===== src/rtl/alu_pkg.sv =====
// Shared opcode map, FSM state encoding and opcode classification for alu_seq.
package alu_pkg;

    localparam logic [3:0] ALU_ADD   = 4'd0;
    localparam logic [3:0] ALU_SUB   = 4'd1;
    localparam logic [3:0] ALU_SLTU  = 4'd2;
    localparam logic [3:0] ALU_SRL   = 4'd3;
    localparam logic [3:0] ALU_SLL   = 4'd4;
    localparam logic [3:0] ALU_OR    = 4'd5;
    localparam logic [3:0] ALU_AND   = 4'd6;
    localparam logic [3:0] ALU_XOR   = 4'd7;
    localparam logic [3:0] ALU_SLT   = 4'd8;
    localparam logic [3:0] ALU_SRA   = 4'd9;
    localparam logic [3:0] ALU_NOR   = 4'd10;
    localparam logic [3:0] ALU_MULLO = 4'd11;
    localparam logic [3:0] ALU_MULHU = 4'd12;
    localparam logic [3:0] ALU_DIVU  = 4'd13;
    localparam logic [3:0] ALU_REMU  = 4'd14;
    localparam logic [3:0] ALU_RSVD  = 4'd15;

    typedef enum logic [1:0] {
        IDLE = 2'd0,
        EXEC = 2'd1,
        BUSY = 2'd2,
        DONE = 2'd3
    } state_t;

    function automatic logic is_iter_op(input logic [3:0] op);
        return (op >= ALU_MULLO) && (op <= ALU_REMU);
    endfunction

    function automatic logic is_div_op(input logic [3:0] op);
        return (op == ALU_DIVU) || (op == ALU_REMU);
    endfunction

endpackage


===== src/rtl/alu_iter_muldiv.sv =====
// Iterative unsigned shift-add multiplier / restoring divider, one bit per cycle.
// hi/lo hold the product halves, or remainder/quotient for a divide.
module alu_iter_muldiv #(
    parameter int WIDTH = 32
) (
    input  logic             clk,
    input  logic             rst_n,
    input  logic             start,
    input  logic             op_is_div,
    input  logic [WIDTH-1:0] a,
    input  logic [WIDTH-1:0] b,
    output logic             done,
    output logic [WIDTH-1:0] hi,
    output logic [WIDTH-1:0] lo,
    output logic             dz
);

    localparam int CW = $clog2(WIDTH) + 1;

    logic [WIDTH-1:0] acc_q, acc_d;
    logic [WIDTH-1:0] sh_q, sh_d;
    logic [WIDTH-1:0] b_q;
    logic [CW-1:0]    cnt_q;
    logic             div_q;
    logic             active_q;
    logic             dz_q;

    logic [WIDTH:0]   mul_sum_s;
    logic [WIDTH:0]   div_shift_s;
    logic [WIDTH-1:0] div_diff_s;
    logic             div_fit_s;

    // One iteration step; the divider's partial remainder never exceeds WIDTH bits.
    always_comb begin
        mul_sum_s   = {1'b0, acc_q} + (sh_q[0] ? {1'b0, b_q} : {(WIDTH+1){1'b0}});
        div_shift_s = {acc_q, sh_q[WIDTH-1]};
        div_fit_s   = (div_shift_s >= {1'b0, b_q});
        div_diff_s  = div_shift_s[WIDTH-1:0] - b_q;
        if (div_q) begin
            acc_d = div_fit_s ? div_diff_s : div_shift_s[WIDTH-1:0];
            sh_d  = {sh_q[WIDTH-2:0], div_fit_s};
        end else begin
            acc_d = mul_sum_s[WIDTH:1];
            sh_d  = {mul_sum_s[0], sh_q[WIDTH-1:1]};
        end
    end

    // Load on start, then iterate until the down-counter reaches zero.
    always_ff @(posedge clk or negedge rst_n) begin
        if (!rst_n) begin
            acc_q    <= {WIDTH{1'b0}};
            sh_q     <= {WIDTH{1'b0}};
            b_q      <= {WIDTH{1'b0}};
            cnt_q    <= {CW{1'b0}};
            div_q    <= 1'b0;
            active_q <= 1'b0;
            dz_q     <= 1'b0;
        end else if (start) begin
            acc_q    <= {WIDTH{1'b0}};
            sh_q     <= a;
            b_q      <= b;
            cnt_q    <= CW'(WIDTH);
            div_q    <= op_is_div;
            active_q <= 1'b1;
            dz_q     <= op_is_div && (b == {WIDTH{1'b0}});
        end else if (active_q) begin
            if (cnt_q != {CW{1'b0}}) begin
                acc_q <= acc_d;
                sh_q  <= sh_d;
                cnt_q <= cnt_q - {{(CW-1){1'b0}}, 1'b1};
            end else begin
                active_q <= 1'b0;
            end
        end
    end

    assign done = active_q && (cnt_q == {CW{1'b0}});
    assign hi   = acc_q;
    assign lo   = sh_q;
    assign dz   = dz_q;

endmodule


===== src/rtl/alu_seq.sv =====
// Handshaked multi-cycle ALU: captures operands on accept, evaluates single-cycle
// ops combinationally or hands mul/div to the iterative unit, and registers results.
module alu_seq
    import alu_pkg::*;
#(
    parameter int WIDTH = 32
) (
    input  logic             clk,
    input  logic             rst_n,
    input  logic             in_valid,
    output logic             in_ready,
    input  logic [WIDTH-1:0] read_data1,
    input  logic [WIDTH-1:0] read_data2,
    input  logic [WIDTH-1:0] in_ext,
    input  logic             alu_src_b,
    input  logic [3:0]       alu_op,
    output logic             out_valid,
    input  logic             out_ready,
    output logic [WIDTH-1:0] result,
    output logic             zero,
    output logic             neg,
    output logic             carry,
    output logic             ovf,
    output logic             dz,
    output logic             illegal
);

    localparam int SHW = $clog2(WIDTH);

    state_t           state_q;
    logic [WIDTH-1:0] a_q;
    logic [WIDTH-1:0] b_q;
    logic [3:0]       op_q;
    logic             init_q;

    logic [WIDTH-1:0] b_in_s;
    logic             accept_s;
    logic [WIDTH:0]   sum_s;
    logic [WIDTH:0]   diff_s;
    logic [SHW-1:0]   shamt_s;
    logic [WIDTH-1:0] alu_res_s;
    logic             alu_c_s;
    logic             alu_v_s;
    logic             alu_ill_s;
    logic [WIDTH-1:0] iter_res_s;

    logic             md_done_s;
    logic [WIDTH-1:0] md_hi_s;
    logic [WIDTH-1:0] md_lo_s;
    logic             md_dz_s;

    assign b_in_s   = alu_src_b ? in_ext : read_data2;
    assign in_ready = init_q && ((state_q == IDLE) || ((state_q == DONE) && out_ready));
    assign accept_s = in_valid && in_ready;
    assign sum_s    = {1'b0, a_q} + {1'b0, b_q};
    assign diff_s   = {1'b0, a_q} - {1'b0, b_q};
    assign shamt_s  = b_q[SHW-1:0];

    alu_iter_muldiv #(.WIDTH(WIDTH)) u_muldiv (
        .clk       (clk),
        .rst_n     (rst_n),
        .start     (accept_s && is_iter_op(alu_op)),
        .op_is_div (is_div_op(alu_op)),
        .a         (read_data1),
        .b         (b_in_s),
        .done      (md_done_s),
        .hi        (md_hi_s),
        .lo        (md_lo_s),
        .dz        (md_dz_s)
    );

    // Single-cycle ALU on the captured operands; carry is NOT borrow for SUB.
    always_comb begin
        alu_res_s = {WIDTH{1'b0}};
        alu_c_s   = 1'b0;
        alu_v_s   = 1'b0;
        alu_ill_s = 1'b0;
        case (op_q)
            ALU_ADD: begin
                alu_res_s = sum_s[WIDTH-1:0];
                alu_c_s   = sum_s[WIDTH];
                alu_v_s   = (a_q[WIDTH-1] == b_q[WIDTH-1]) && (sum_s[WIDTH-1] != a_q[WIDTH-1]);
            end
            ALU_SUB: begin
                alu_res_s = diff_s[WIDTH-1:0];
                alu_c_s   = ~diff_s[WIDTH];
                alu_v_s   = (a_q[WIDTH-1] != b_q[WIDTH-1]) && (diff_s[WIDTH-1] != a_q[WIDTH-1]);
            end
            ALU_SLTU: alu_res_s = {{(WIDTH-1){1'b0}}, (a_q < b_q)};
            ALU_SLT:  alu_res_s = {{(WIDTH-1){1'b0}}, ($signed(a_q) < $signed(b_q))};
            ALU_SRL:  alu_res_s = a_q >> shamt_s;
            ALU_SLL:  alu_res_s = a_q << shamt_s;
            ALU_SRA:  alu_res_s = $signed(a_q) >>> shamt_s;
            ALU_OR:   alu_res_s = a_q | b_q;
            ALU_AND:  alu_res_s = a_q & b_q;
            ALU_XOR:  alu_res_s = a_q ^ b_q;
            ALU_NOR:  alu_res_s = ~(a_q | b_q);
            ALU_RSVD: alu_ill_s = 1'b1;
            default:  alu_res_s = {WIDTH{1'b0}};
        endcase
    end

    // High half for MULHU/REMU (product high / remainder), low half otherwise.
    always_comb begin
        if ((op_q == ALU_MULHU) || (op_q == ALU_REMU)) begin
            iter_res_s = md_hi_s;
        end else begin
            iter_res_s = md_lo_s;
        end
    end

    // Control FSM with operand capture and registered result/flags.
    always_ff @(posedge clk or negedge rst_n) begin
        if (!rst_n) begin
            state_q   <= IDLE;
            a_q       <= {WIDTH{1'b0}};
            b_q       <= {WIDTH{1'b0}};
            op_q      <= ALU_ADD;
            init_q    <= 1'b0;
            out_valid <= 1'b0;
            result    <= {WIDTH{1'b0}};
            zero      <= 1'b0;
            neg       <= 1'b0;
            carry     <= 1'b0;
            ovf       <= 1'b0;
            dz        <= 1'b0;
            illegal   <= 1'b0;
        end else begin
            init_q <= 1'b1;
            case (state_q)
                IDLE, DONE: begin
                    if ((state_q == DONE) && out_ready) begin
                        out_valid <= 1'b0;
                    end
                    if (accept_s) begin
                        a_q     <= read_data1;
                        b_q     <= b_in_s;
                        op_q    <= alu_op;
                        state_q <= is_iter_op(alu_op) ? BUSY : EXEC;
                    end else if ((state_q == DONE) && out_ready) begin
                        state_q <= IDLE;
                    end
                end
                EXEC: begin
                    state_q   <= DONE;
                    out_valid <= 1'b1;
                    result    <= alu_res_s;
                    zero      <= (alu_res_s == {WIDTH{1'b0}});
                    neg       <= alu_res_s[WIDTH-1];
                    carry     <= alu_c_s;
                    ovf       <= alu_v_s;
                    dz        <= 1'b0;
                    illegal   <= alu_ill_s;
                end
                BUSY: begin
                    if (md_done_s) begin
                        state_q   <= DONE;
                        out_valid <= 1'b1;
                        result    <= iter_res_s;
                        zero      <= (iter_res_s == {WIDTH{1'b0}});
                        neg       <= iter_res_s[WIDTH-1];
                        carry     <= 1'b0;
                        ovf       <= 1'b0;
                        dz        <= md_dz_s;
                        illegal   <= 1'b0;
                    end
                end
                default: state_q <= IDLE;
            endcase
        end
    end

endmodule


===== config.mk =====
export PLATFORM = sky130hd
export DESIGN_NAME = alu_seq
export DESIGN_NICKNAME = d
export VERILOG_FILES = /design/src/rtl/alu_pkg.sv /design/src/rtl/alu_iter_muldiv.sv /design/src/rtl/alu_seq.sv
export SDC_FILE = /design/constraint.sdc
export NUM_CORES = 1
export LEC_CHECK = 0
export CORE_MARGIN = 1.5
export CORE_UTILIZATION = 41
export DETAILED_ROUTE_END_ITERATION = 8
export GPL_TIMING_DRIVEN = 0
export HOLD_SLACK_MARGIN = 0.06
export SYNTH_ARGS = -nofsm -noshare
export SYNTH_HDL_FRONTEND = slang
export SYNTH_SLANG_ARGS = --single-unit
export TNS_END_PERCENT = 50

===== constraint.sdc =====
create_clock -name clk -period 5.9 [get_ports clk]
set_input_delay 1.18 -clock clk [delete_from_list [all_inputs] [get_ports clk]]
set_output_delay 1.18 -clock clk [all_outputs]
set_load 0.01 [all_outputs]

==> results.txt <==
Final Hold Viols: 0
Clock Path Buffers: 3
CTS tree: yes
ys async rst share: 100%
drc violations: 0
drt wl/cell: 34.0 um
clk slew on worst S/H paths: 0.08 ns
#FFs+latches synth: 214
Netlist Area Pre-Place: 24100 um^2
First-pass DRT Iterations: 6
Sink Count: 214
Worst setup EP type: register
vias in the first global route: 26212
I/O Buffers: 143
Cells after Synth: 2992
Die ar.: 60300 um^2
worst min path class: reg2reg
Synth area leader: dfrtp_1
nets: 3450
H-tree depth: 1
Final Instance Area: 27500 um^2
count of cell types in the netlist: 97
Area Growth Syn to Fin: 14.0%
worst reg2reg path depth: 14
synth top area cells: dfrtp_1, ha_1, mux2i_1, mux4_2, o21ai_0
Worst Path Required: 6.38 ns
initial core utilization: 41.7%
clk_skew: 0.0282 ns
predominant post-synthesis flop cell: dfrtp_1
first-pass GRT wire length: 190000 um
Final ANT Viol Nets: 0
DRT iter0 DRCs: 3126
Fin Setup TNS: 0 ns
Fmax: 171 MHz
Max-slew headroom: -0.0631%
CTS Buf Count: 24
fin crit period: 5.86 ns
unrepaired setup endpoints after global routing: false
Crit Path Category: reg2reg
gr usage total: 43.7%
outcome: finished, violations left
top-count cell post-synth: nand2_1
I/O pin count: 145
GRT overflow: 0
EDFF count, synth: 0
post-DP HPWL: 107000 um
clk_lat worst skew: 0.57 ns
placed cell areas: 26600 um^2
Max Cap Viol: 1
synth warn: 0
Least-Margin Pin Slew: 1.48 ns
initial antenna violation count: 7
CP Launch Type: register
Crit Path Max Fanout: 10
Routability Congestion: 1.08
Rows: 88
Finish-stage setup viols: 0
Core ar.: 57900 um^2
Synthesized Nets: 3274
Die W: 246 um
clock root buffer: clkbuf_16
die height: 246 um
Vias: 26969
failing checks: capacitance limit, slew limit
area share of the largest cell type after synthesis: 22.2%
Critical Path AT: 6.34 ns
wirelength, routed: 134000 um
fraction of layout cells with a size suffix above 1: 8.67%
period utilisation layout: 99.4%
register area share after synthesis: 22.2%
hold depth: 2
Via density: 6.82
final slew viol count: 1
pin count of the biggest net entering global routing: 112
synth cell count leaders: nand2_1, o21ai_0, nor2_1, a21oi_1, dfrtp_1
syn avg cell area: 8.06 um^2
kinds of logic (layout without fill, tap and decap cells):
logic type | count (synthesis) | count (layout) | synth area share [%]
xor+xnor | 59 | 59 | 2.14
fa+ha+maj | 177 | 177 | 9.30
other cells | 1 | 7 | 0.0155
mux | 298 | 298 | 16.1
compound gates | 998 | 998 | 27.0
simple gates | 862 | 862 | 17.0
flops | 214 | 214 | 22.2
buf+inv | 383 | 575 | 6.34
per-layer routing:
layer,share of wire [%],routed length [um],vias to the layer above,global-route usage [%]
met3,8.2,11000,506,7.61
met5,0.023,31,-,0
met4,10,13500,4,37.0
met2,46,62300,1726,71.7
li1,-,-,11454,-
met1,35,47400,13279,49.4
state kept, by name (all words and copies together), names as in the netlist, 2 cells and up:
name            flops
u_muldiv.cnt_q      6
u_muldiv.b_q       32
state_q             2
b_q                32
u_muldiv.hi        32
result             32
u_muldiv.lo        32
op_q                4
a_q                32
per-stage QoR:
| stage | setup slack (ns) | utilization, % | std cells | hold WS [ns] |
|---|---|---|---|---|
| 2_1_floorplan | 1.54 | - | 2992 | 0.450 |
| 3_3_place_gp | -5.71 | 45.8 | 3900 | 0.469 |
| 3_5_place_dp | -0.955 | 45.9 | 3904 | 0.471 |
| 4_1_cts | 0.0255 | 47.4 | 3946 | 0.484 |
| 5_1_grt | 0.0301 | 47.5 | 3951 | 0.519 |
| 6_report | 0.0355 | 47.5 | 3955 | 0.486 |
layout make-up:
type | count | area, um^2
flip-flops and latches | 214 | 5360
diodes | 6 | 15.0
multi-input cells | 2395 | 17300
inverters | 154 | 589
clock inverters | 11 | 144
repair buffers | 151 | 1510
well taps | 765 | 957
fillers | 5738 | 30400
clock buffers | 31 | 688
plain buffers | 228 | 976
cells in the final DEF (no fill, tap or decap), types with 43 or more instances in the layout:
master and instances:
o21ai_0 273, mux4_2 64, a21o_1 65, clkdlybuf4s50_1 142, o211ai_1 43, mux2_2 73, nor2_1 231, nand3_1 49
clkbuf_1 164, mux2i_1 160, inv_1 148, a21oi_1 220, and2_1 53, a211oi_1 46, nand2_1 302, ha_1 173
dfrtp_1 213
repair_timing:
item | CTS | global route
hold buffers | 0 | 0
endpoints found under the setup margin | 14 | 5
resized for setup | 12 | 12
cloned | 0 | 0
buffers inserted | 1 | 3
worst max-delay path: stages, from the launching register on:
cell and delay [ns]:
dfrtp_1 0.44, buf_2 0.26, buf_2 0.43, buf_2 0.47
buf_2 0.50, clkbuf_1 0.84, a211oi_1 0.39, o21ai_0 0.44
a21oi_1 0.21, a211oi_1 0.46, a21boi_0 0.64, o2111ai_1 0.25
nor3_1 0.20, nand3_1 0.13, o21ai_2 0.08
worst paths after layout:
check | from | end | slack [ns]
max | b_q[1] | zero | 0.04
min | result[7] | result[7] | 0.49
max reg2reg | b_q[1] | zero | 0.04
min reg2reg | result[7] | result[7] | 0.49
max in group asynchronous | rst_n | b_q[4] | 4.03
min in group asynchronous | rst_n | a_q[31] | 0.67
Power is not shown: default switching activity piles up to over one toggle a cycle in this logic, so the estimate is an artifact.
